### src/rtl/uart_pkg.sv
// Shared types and constants for the FIFO-buffered UART transmitter.
// The parity helper takes a zero-extended 9-bit word, the widest supported frame.
package uart_pkg;

  typedef enum logic [2:0] {
    ST_IDLE,
    ST_START,
    ST_DATA,
    ST_PARITY,
    ST_STOP
  } tx_state_t;

  localparam int PAR_NONE   = 0;
  localparam int PAR_ODD    = 1;
  localparam int PAR_EVEN   = 2;
  localparam int DATA_MAX_W = 9;

  // Zero padding does not change the XOR reduction, so one width serves all DATA_W.
  function automatic logic parity_bit(input logic [DATA_MAX_W-1:0] data, input int mode);
    return (mode == PAR_ODD) ? ~^data : ^data;
  endfunction

endpackage

### src/rtl/sync_fifo.sv
// Synchronous FIFO with first-word-fall-through read data.
// A push into a full FIFO is dropped even if a pop happens in the same cycle.
module sync_fifo #(
  parameter int  WIDTH = 8,
  parameter int  DEPTH = 4,
  localparam int AW    = $clog2(DEPTH)
) (
  input  logic             clk,
  input  logic             rst,
  input  logic             push,
  input  logic             pop,
  input  logic [WIDTH-1:0] wdata,
  output logic [WIDTH-1:0] rdata,
  output logic [AW:0]      count,
  output logic             full,
  output logic             empty
);

  localparam logic [AW:0] FULL_CNT = (AW + 1)'(DEPTH);

  logic [WIDTH-1:0] r_mem [DEPTH];
  logic [AW-1:0]    r_wr_ptr;
  logic [AW-1:0]    r_rd_ptr;
  logic [AW:0]      r_count;
  logic             w_push_ok;
  logic             w_pop_ok;

  assign full      = (r_count == FULL_CNT);
  assign empty     = (r_count == '0);
  assign count     = r_count;
  assign rdata     = r_mem[r_rd_ptr];
  assign w_push_ok = push && !full;
  assign w_pop_ok  = pop && !empty;

  // Storage is not cleared; resetting the pointers and count flushes it.
  always_ff @(posedge clk) begin
    if (w_push_ok) begin
      r_mem[r_wr_ptr] <= wdata;
    end
  end

  // DEPTH is a power of two, so the pointers wrap by plain overflow.
  always_ff @(posedge clk) begin
    if (rst) begin
      r_wr_ptr <= '0;
      r_rd_ptr <= '0;
      r_count  <= '0;
    end else begin
      if (w_push_ok) begin
        r_wr_ptr <= r_wr_ptr + 1'b1;
      end
      if (w_pop_ok) begin
        r_rd_ptr <= r_rd_ptr + 1'b1;
      end
      if (w_push_ok && !w_pop_ok) begin
        r_count <= r_count + 1'b1;
      end else if (w_pop_ok && !w_push_ok) begin
        r_count <= r_count - 1'b1;
      end
    end
  end

endmodule

### src/rtl/uart_tx_fifo.sv
// FIFO-buffered UART transmitter: start bit, DATA_W bits LSB first, optional parity,
// STOP_BITS stop bits. A word is popped on the cycle before its start bit appears.
module uart_tx_fifo
  import uart_pkg::*;
#(
  parameter int  DATA_W       = 8,
  parameter int  CLKS_PER_BIT = 16,
  parameter int  PARITY       = PAR_NONE,
  parameter int  STOP_BITS    = 1,
  parameter int  FIFO_DEPTH   = 4,
  localparam int CNT_W        = $clog2(FIFO_DEPTH) + 1
) (
  input  logic              clk,
  input  logic              rst,
  input  logic              start_tx,
  input  logic [DATA_W-1:0] tx_data,
  output logic              tx_out,
  output logic              tx_busy,
  output logic              tx_ready,
  output logic [CNT_W-1:0]  fifo_count,
  output logic              overflow
);

  localparam int               CLK_W     = $clog2(CLKS_PER_BIT);
  localparam int               IDX_W     = $clog2(DATA_W);
  localparam logic [CLK_W-1:0] CLK_LAST  = CLK_W'(CLKS_PER_BIT - 1);
  localparam logic [IDX_W-1:0] IDX_LAST  = IDX_W'(DATA_W - 1);
  localparam logic             STOP_LAST = 1'(STOP_BITS - 1);

  tx_state_t         r_state;
  tx_state_t         w_state_next;
  logic [CLK_W-1:0]  r_clk_cnt;
  logic [CLK_W-1:0]  w_clk_cnt_next;
  logic [IDX_W-1:0]  r_bit_idx;
  logic [IDX_W-1:0]  w_bit_idx_next;
  logic              r_stop_cnt;
  logic              w_stop_cnt_next;
  logic [DATA_W-1:0] r_shift;
  logic [DATA_W-1:0] w_shift_next;
  logic              r_par;
  logic              w_par_next;
  logic              r_tx_out;
  logic              w_tx_out_next;
  logic              r_busy;
  logic              r_overflow;

  logic              w_bit_end;
  logic              w_pop;
  logic [DATA_W-1:0] w_fifo_rdata;
  logic [CNT_W-1:0]  w_fifo_count;
  logic              w_fifo_full;
  logic              w_fifo_empty;

  sync_fifo #(
    .WIDTH (DATA_W),
    .DEPTH (FIFO_DEPTH)
  ) u_fifo (
    .clk   (clk),
    .rst   (rst),
    .push  (start_tx),
    .pop   (w_pop),
    .wdata (tx_data),
    .rdata (w_fifo_rdata),
    .count (w_fifo_count),
    .full  (w_fifo_full),
    .empty (w_fifo_empty)
  );

  assign tx_out     = r_tx_out;
  assign tx_busy    = r_busy;
  assign tx_ready   = !w_fifo_full;
  assign fifo_count = w_fifo_count;
  assign overflow   = r_overflow;
  assign w_bit_end  = (r_clk_cnt == CLK_LAST);

  always_comb begin
    w_state_next    = r_state;
    w_clk_cnt_next  = w_bit_end ? '0 : r_clk_cnt + 1'b1;
    w_bit_idx_next  = r_bit_idx;
    w_stop_cnt_next = r_stop_cnt;
    w_shift_next    = r_shift;
    w_par_next      = r_par;
    w_tx_out_next   = r_tx_out;
    w_pop           = 1'b0;

    case (r_state)
      ST_IDLE: begin
        w_clk_cnt_next = '0;
        w_tx_out_next  = 1'b1;
        if (!w_fifo_empty) begin
          w_pop         = 1'b1;
          w_shift_next  = w_fifo_rdata;
          w_par_next    = parity_bit(DATA_MAX_W'(w_fifo_rdata), PARITY);
          w_state_next  = ST_START;
          w_tx_out_next = 1'b0;
        end
      end

      ST_START: begin
        if (w_bit_end) begin
          w_state_next   = ST_DATA;
          w_bit_idx_next = '0;
          w_tx_out_next  = r_shift[0];
        end
      end

      // The line always shows r_shift[0]; the shift happens at each bit boundary.
      ST_DATA: begin
        if (w_bit_end) begin
          if (r_bit_idx == IDX_LAST) begin
            if (PARITY != PAR_NONE) begin
              w_state_next  = ST_PARITY;
              w_tx_out_next = r_par;
            end else begin
              w_state_next    = ST_STOP;
              w_stop_cnt_next = 1'b0;
              w_tx_out_next   = 1'b1;
            end
          end else begin
            w_bit_idx_next = r_bit_idx + 1'b1;
            w_shift_next   = {1'b0, r_shift[DATA_W-1:1]};
            w_tx_out_next  = r_shift[1];
          end
        end
      end

      ST_PARITY: begin
        if (w_bit_end) begin
          w_state_next    = ST_STOP;
          w_stop_cnt_next = 1'b0;
          w_tx_out_next   = 1'b1;
        end
      end

      ST_STOP: begin
        if (w_bit_end) begin
          if (r_stop_cnt == STOP_LAST) begin
            if (!w_fifo_empty) begin
              w_pop         = 1'b1;
              w_shift_next  = w_fifo_rdata;
              w_par_next    = parity_bit(DATA_MAX_W'(w_fifo_rdata), PARITY);
              w_state_next  = ST_START;
              w_tx_out_next = 1'b0;
            end else begin
              w_state_next  = ST_IDLE;
              w_tx_out_next = 1'b1;
            end
          end else begin
            w_stop_cnt_next = r_stop_cnt + 1'b1;
          end
        end
      end

      default: begin
        w_state_next  = ST_IDLE;
        w_tx_out_next = 1'b1;
      end
    endcase
  end

  always_ff @(posedge clk) begin
    if (rst) begin
      r_state    <= ST_IDLE;
      r_clk_cnt  <= '0;
      r_bit_idx  <= '0;
      r_stop_cnt <= 1'b0;
      r_shift    <= '0;
      r_par      <= 1'b0;
      r_tx_out   <= 1'b1;
      r_busy     <= 1'b0;
      r_overflow <= 1'b0;
    end else begin
      r_state    <= w_state_next;
      r_clk_cnt  <= w_clk_cnt_next;
      r_bit_idx  <= w_bit_idx_next;
      r_stop_cnt <= w_stop_cnt_next;
      r_shift    <= w_shift_next;
      r_par      <= w_par_next;
      r_tx_out   <= w_tx_out_next;
      r_busy     <= (w_state_next != ST_IDLE);
      if (start_tx && w_fifo_full) begin
        r_overflow <= 1'b1;
      end
    end
  end

endmodule

### config.mk
export PLATFORM = sky130hd
export DESIGN_NAME = uart_tx_fifo
export DESIGN_NICKNAME = d
export VERILOG_FILES = /design/src/rtl/uart_pkg.sv /design/src/rtl/sync_fifo.sv /design/src/rtl/uart_tx_fifo.sv
export SDC_FILE = /design/constraint.sdc
export NUM_CORES = 1
export LEC_CHECK = 0
export ABC_AREA = 1
export CAP_MARGIN = 20
export CORE_MARGIN = 3
export CORE_UTILIZATION = 58
export DETAILED_ROUTE_END_ITERATION = 8
export PLACE_DENSITY = 0.86
export RECOVER_POWER = 50
export SKIP_LAST_GASP = 1
export SLEW_MARGIN = 15
export SYNTH_ARGS = -nofsm -noshare
export SYNTH_HDL_FRONTEND = slang
export SYNTH_SLANG_ARGS = --single-unit
### constraint.sdc
create_clock -name clk -period 2.3 [get_ports clk]
set_input_delay 0.345 -clock clk [delete_from_list [all_inputs] [get_ports clk]]
set_output_delay 0.345 -clock clk [all_outputs]
set_load 0.01 [all_outputs]
# After elaboration in Yosys (flattened, before gate mapping)
# Memory sizes are Yosys's and may differ from the RTL's. A register that Yosys moved wholly into a read port is not among the register bits.
# Index checks and enable logic that the tools add are counted.
# op_classes
n_eq_ne,14
n_addsub,7
n_reduce_logical,21
n_mux,43
# op_table
cell,n
$mux W8,5
$mux W3,12
$pmux W8 S3,1
$mux W1,18
$pmux W3 S5,1
$reduce_and A5 Y1,3
$ne A2 B2 Y1 const B,7
$eq A3 B3 Y1 const B,3
$reduce_bool A3 Y1,3
$add A3 B1 Y3 const B,2
$eq A3 B2 Y1 const B,2
$logic_not A3 Y1,2
$pmux W3 S2,1
$logic_and A1 B1 Y1,5
$pmux W1 S5,1
$add A2 B1 Y2 const B,2
$add A4 B1 Y4 const B,1
$eq A4 B4 Y1 const B,1
$logic_not A1 Y1,4
$mux W2,2
$reduce_and A4 Y1,1
$reduce_bool A2 Y1,2
$eq A3 B1 Y1 const B,1
$pmux W1 S3,1
4 further kinds,4
# word_totals
register_bits,29
ramBits,32
n_memories,1
elab_cells,97
inputBits,11
# mem_list
memory,words,word_bits,read_ports,rd_ports_with_merged_regs,wr,line_no,source
u_fifo.r_mem,4,8,1,1,1,sync_fifo.sv:21,logic [WIDTH-1:0] r_mem [DEPTH];

# Logic depth before layout (Yosys ltp)
# Gate-level depths: netlist of the first run.
# depth
ltp_word,9
depth_mapped,11

# By module
# From an unflattened synthesis of the first run, not the netlist that was laid out.
# unflattened
hier_cells,309
area_unflattened_um2,2796.4
# modules_own_cells
mod,cells_per_inst,area_each_um2,seq_area_each_um2,instances
sync_fifo,146,1685.4,1141.1,1
uart_tx_fifo,163,1111.1,420.4,1

# Worst setup path before layout of the first run
# OpenSTA, ideal clock, no wires.
# synth_path
kind,reg2reg
start,register u_fifo.r_count[0] (netlist: u_fifo.count[0])
end,register u_fifo.r_count[2] (netlist: u_fifo.count[2])
path_stages_with_launch,12
required_ns,2.178
n_path_buf,0
setup_time_ns,0.122
arrival_ns,1.840
slack_ns,0.338
cell_sequence,dfxtp_1 -> nor2_1 -> nand2_1 -> nand2_1 -> inv_1 -> ha_1 -> inv_1 -> fa_1 -> a21oi_1 -> o21ai_0 -> o21ai_0 -> a21oi_1
# synth_via
word_cells_on_any_way,19
classes_between,2 x add/sub; 1 x eq/ne; 6 x mux; 10 x reduce/logical
# synth_lines
item,line_no,source
"start, declared",sync_fifo.sv:24,logic [AW:0] r_count;
"start signal, assigned",sync_fifo.sv:56,r_count <= r_count + 1'b1;
"start signal, assigned",sync_fifo.sv:58,r_count <= r_count - 1'b1;
$eq A3 B3 Y1 (*),sync_fifo.sv:28,assign full = (r_count == FULL_CNT);
$logic_not A1 Y1 (*),n/a,
named net tx_ready,uart_tx_fifo.sv:19,"output logic tx_ready,"
$logic_and A1 B1 Y1 (*),sync_fifo.sv:32,assign w_push_ok = push && !full;
named net u_fifo.w_push_ok,sync_fifo.sv:25,logic w_push_ok;
$logic_not A1 Y1,sync_fifo.sv:57,end else if (w_pop_ok && !w_push_ok) begin
$logic_and A1 B1 Y1,sync_fifo.sv:57,
$reduce_bool A2 Y1 (no line),n/a,
# Mark *: on every way through the listed nets, which the timed path passes. The rest lies on a longest branch. The select of a mux whose other input is x is not followed.
# A chain may end at the register's enable or synchronous reset.

# Worst setup path in the final report of the first run
# layout_path
start,register r_clk_cnt[0]
end,register u_fifo.r_count[2] (netlist: u_fifo.count[2])
# layout_via
elab_chain_len,7
word_cells_on_any_way,9
classes_between,1 x eq/ne; 3 x mux; 5 x reduce/logical
# layout_rtl
item,line_no,source
"start, declared",uart_tx_fifo.sv:32,logic [CLK_W-1:0] r_clk_cnt;
"start signal, assigned",uart_tx_fifo.sv:174,r_clk_cnt <= w_clk_cnt_next;
$eq A4 B4 Y1 (*),uart_tx_fifo.sv:74,assign w_bit_end = (r_clk_cnt == CLK_LAST);
$mux W1 (*),uart_tx_fifo.sv:136,if (w_bit_end) begin
$pmux W1 S2 (*),uart_tx_fifo.sv:86,case (r_state)
$logic_and A1 B1 Y1 (*),sync_fifo.sv:33,assign w_pop_ok = pop && !empty;
$logic_not A1 Y1,sync_fifo.sv:55,if (w_push_ok && !w_pop_ok) begin
$logic_and A1 B1 Y1,sync_fifo.sv:55,
$mux W3 or $reduce_bool A2 Y1 (tied branches),n/a,
# Every way passes the cells marked *; elsewhere a longest branch is shown, timed or not.

==> summary by stage, run 1 <==
Setup path
Walking the worst path, the cells encountered are ha_1 -> nand3_4 -> nand2_1 -> nand3_1 -> ha_1 -> inv_1 -> fa_1 -> a21oi_1 -> o21ai_0 -> o21ai_1 -> a21oi_1. The most critical setup path has its startpoint at r_clk_cnt[0]$_SDFF_PP0_. Data on the critical path is required at its endpoint by roughly 2.5 ns.

Counting both buffers and inverters, the worst setup path holds a total of 1. The capture point of the worst path is u_fifo.count[2]$_SDFFE_PP0P_. The arrival time reported for the critical path endpoint is around 2.3 ns. Among cell families on the critical path, the largest total delay comes from adder cells. The type of element capturing the critical path is a register. The longest individual stage delay on the worst path is 0.38 ns.

The critical setup path kind is reg -> reg. The highest fanout seen on the critical path is 9. The cell depth of the worst setup path is 11.

The count of cells along the worst register-to-register path is 11. In this run the critical register-to-register path is captured at u_fifo.count[2]$_SDFFE_PP0P_. The highest-delay cell along the critical path is fa_1. The setup slack on the worst flop-to-flop path is 0.18 ns. The sort of element at the start of the critical path is a register. In this run the critical register-to-register path is launched from r_clk_cnt[0]$_SDFF_PP0_.

Global route
The pin count of the biggest net entering global routing is 19. The first global-routing pass estimated ~8900 um of wire. The number of antenna violations at the first check in global routing is 0. Summed over all layers, the global routing overflow is 0. The number of global-route vias before repair was about 2000.

Global routing used around a fifth of the available tracks.

Yosys
The sequential element share of the synthesized area is 54.6%. The synthesized design contains 62 register bits. During synthesis, Yosys emitted a total of 0 warnings. The cell count after synthesis came out at 344.

A synthesized cell averages 8.32 um^2. After synthesis the cells add up to 0.00286 mm^2. The synthesized netlist net count is 364. Counting distinct cell types in the post-synthesis netlist gives 24.

Floorplanning
The die span in x is 76.2 um. Row generation in the floorplan step produced 24 rows. 18 I/O pins were placed. The die outline area is 0.00581 mm^2. The placeable core area is 0.00456 mm^2. The floorplan die height is about 76 um.

For this configuration, the core starts out at a cell density of 62.7%.

STA
The number of max-slew violations in the final report is 0. Setup repair after global routing left no endpoint under its margin. Measured against its own limit, the worst slew margin works out to roughly 62%. The highest attainable clock frequency is around 0.47 GHz. The worst path uses 92.1% of the clock period. The number of failing hold endpoints at the final stage is 0. The transition time at the pin with the least slew margin is 0.565 ns. The sum of negative setup slack is 0 ns.

The final critical path time including I/O delays and setup is 2.12 ns. The final count of negative-setup-slack endpoints is 0. Across the routed clock network, the largest skew measured is just under 0.009 ns.

Clock tree
The later pin in the worst-skew pair is clocked with a latency of 0.33 ns. The maximum number of buffers from clock root to sink is 2. The clock tree synthesis step divided the H-tree into 3 levels.

For this design, the CTS-stage hold fixing added 0 buffers. TritonCTS built the clock tree. The number of buffers inserted by post-CTS setup repair is 0. The number of clock buffers added by TritonCTS is 9. The clock drives between 60 and 70 sinks. The root buffer cell chosen for the clock tree is clkbuf_8. Clock-pin slew was measured on the worst setup and hold paths at 0.06 ns.

Cells and area
Summing all flip-flop and latch instances after layout gives 0.00156 mm^2. After the last flow step, the layout net total stands at 391. The area growth from synthesis to layout is 14.3%. The multi-input combinational cells in the finished layout cover a total of 0.00101 mm^2.

The count of fill cells added during filler insertion is between 300 and 400. The finished cells cover 0.00327 mm^2. The antenna diode instance count is 0. The fraction of layout instances using a drive strength above 1 is ~7.4%.

Power
The maximum VDD drop is 815 uV. The power share of the sequential group is between 40% and 50%. The switching power is around 1300 uW. The part of the total power dissipated in the clock network is 22.4%. The internal portion of the total power is 2270 uW. The power density over the cells is 1080 mW/mm^2. Combinational logic burns roughly 34% of the power.

For this design the static power due to leakage is 0.00153 uW. The proportion of total power due to net switching is 35.6%.

Run
The number of violations of the max-capacitance limit is 0.

Detailed routing
The number of vias per cell after detailed routing is around 4.8. Before antenna repair, the detailed router went through 4 iterations. The total DRC errors in the routed layout is 0.

The count of routing violations after the opening detailed-route iteration is between 100 and 150. The via count is 2136. After detailed routing, the average wire length per cell comes to ~12 um. Summed over all layers, the routed wires come to 5130 um. In this run the remaining antenna-violating nets after routing total 0.

Place
The weighted congestion at the end of routability-driven global placement is slightly below 0.9. Once placement finished, the instance area stood at between 0.003 and 0.004 mm^2. Detailed placement finished with a half-perimeter wire length of ~3500 um.

The number of buffers added on ports is 17.

Min path
The worst min-delay path category is reg -> reg.

Status
The run finished with clean final reports.
-- per-layer routing --
| metal | GRT usage [%] | wire (um) |
|---|---|---|
| met1 | 23.8 | 2320 |
| met2 | 32.1 | 2520 |
| met3 | 5.79 | 195 |
| met4 | 7.61 | 92 |
| met5 | 0 | 0 |
-- cell usage in the layout (no fill, tap or decap), types with 2 or more instances in the layout --
master,count
nand2_1,104
inv_1,62
nor2_1,33
edfxtp_1,32
dfxtp_1,30
nand3_1,26
a21oi_1,13
clkbuf_8,10
dlygate4sd3_1,9
ha_1,8
clkdlybuf4s50_1,8
o21ai_0,7
clkbuf_1,7
nand2_2,4
buf_4,4
xor2_1,3
nand3_4,2
nor2_2,2
inv_2,2
nand4_1,2
clkinv_2,2
-- state kept, by name, indices dropped and copies added (netlist names), 2 cells and up, named ones only --
signal / count
u_fifo.r_mem: 32
r_shift: 8
r_clk_cnt: 4
r_bit_idx: 3
r_state: 3
u_fifo.count: 3
u_fifo.r_rd_ptr: 2
u_fifo.r_wr_ptr: 2
-- power groups by stage --
stage                     Combinational (uW)  Sequential [uW]  Clock, uW
after floorplan                          912             1530          0
after global placement                  1150             1560          0
after detailed placement                1200             1570          0
after CTS                               1210             1540        805
after global routing                    1400             1570        856
final                                   1190             1540        789
-- tightest hold or removal path, cell delays in order, from the launching register on --
cell and delay [ns]:
dfxtp_1 0.31, inv_1 0.05, a21oi_1 0.05
-- cell families (layout without fill, tap and decap cells) --
kind of cell | count (synthesis) | count (layout) | synth area share, %
AOI/OAI and AO/OA | 22 | 22 | 3.98
xor gates and xnor gates | 3 | 3 | 0.918
and+or+nand+nor | 176 | 176 | 26.3
buffers and inverters | 72 | 104 | 10.1
DFF | 62 | 62 | 54.6
adders and majority gates | 9 | 9 | 4.20
-- how the worst min path moves through the flow --
stage                                    to  cells after the start                    start
CTS                   overflow$_SDFFE_PP0P_                      2    overflow$_SDFFE_PP0P_
global route        r_clk_cnt[0]$_SDFF_PP0_                      1  r_clk_cnt[0]$_SDFF_PP0_
global placement    r_clk_cnt[0]$_SDFF_PP0_                      1  r_clk_cnt[0]$_SDFF_PP0_
finish                overflow$_SDFFE_PP0P_                      2    overflow$_SDFFE_PP0P_
detailed placement    overflow$_SDFFE_PP0P_                      2    overflow$_SDFFE_PP0P_
floorplan             overflow$_SDFFE_PP0P_                      1                      rst
-- layout make-up --
cell class	instances	area share, %
Sequential cell	62	47.8
Inverter	64	7.35
Clock buffer	14	4.67
Multi-Input combinational cell	210	31.0
Timing Repair Buffer	24	6.47
Tap cell	65	2.49
Clock inverter	2	0.306
-- Yosys cell counts --
master    count  area [um^2]
nand2_1     104          390
inv_1        61          229
nor2_1       33          124
edfxtp_1     32          961
dfxtp_1      30          601
nand3_1      26          130
a21oi_1      13         65.1
ha_1          8          100
o21ai_0       8         40.0
buf_2         5         25.0
nand2_2       4         25.0
inv_2         3         11.3
xor2_1        3         26.3
nand3_4       2         35.0
nand4_1       2         12.5
nor2_2        2         12.5
buf_4         1         7.51
buf_6         1         11.3
clkbuf_1      1         3.75
fa_1          1         20.0
nor3_1        1         5.00
nor3_2        1         10.0
nor3b_1       1         7.51
o21ai_2       1         8.76
-- per-stage QoR --
step	hold WS [ns]	utilization (%)	total power, uW	worst slack, ns	std cells
floorplan	0.414	-	2440	0.338	344
global placement	0.430	68.3	2710	0.235	425
detailed placement	0.448	68.3	2760	0.171	425
CTS	0.460	71.9	3560	0.158	441
global route	0.484	71.6	3830	0.00929	441
finish	0.456	71.6	3530	0.182	441
-- timing repair --
action | 4_1_cts | 5_1_grt
endpoints found under the hold margin | 0 | 0
setup endpoints to repair | 0 | 1
gates resized for setup | 0 | 1
(Power assumes the default switching activity.)
==> inputs of run 2 (changes only) <==
--- a/config.mk
+++ b/config.mk
@@ -10,6 +10,7 @@
 export CORE_MARGIN = 3
 export CORE_UTILIZATION = 58
 export DETAILED_ROUTE_END_ITERATION = 8
+export GPL_ROUTABILITY_DRIVEN = 0
 export PLACE_DENSITY = 0.86
 export RECOVER_POWER = 50
 export SKIP_LAST_GASP = 1
==> results of run 2 <==
The final DEF is identical to that of run 1; final timing and power are the same.
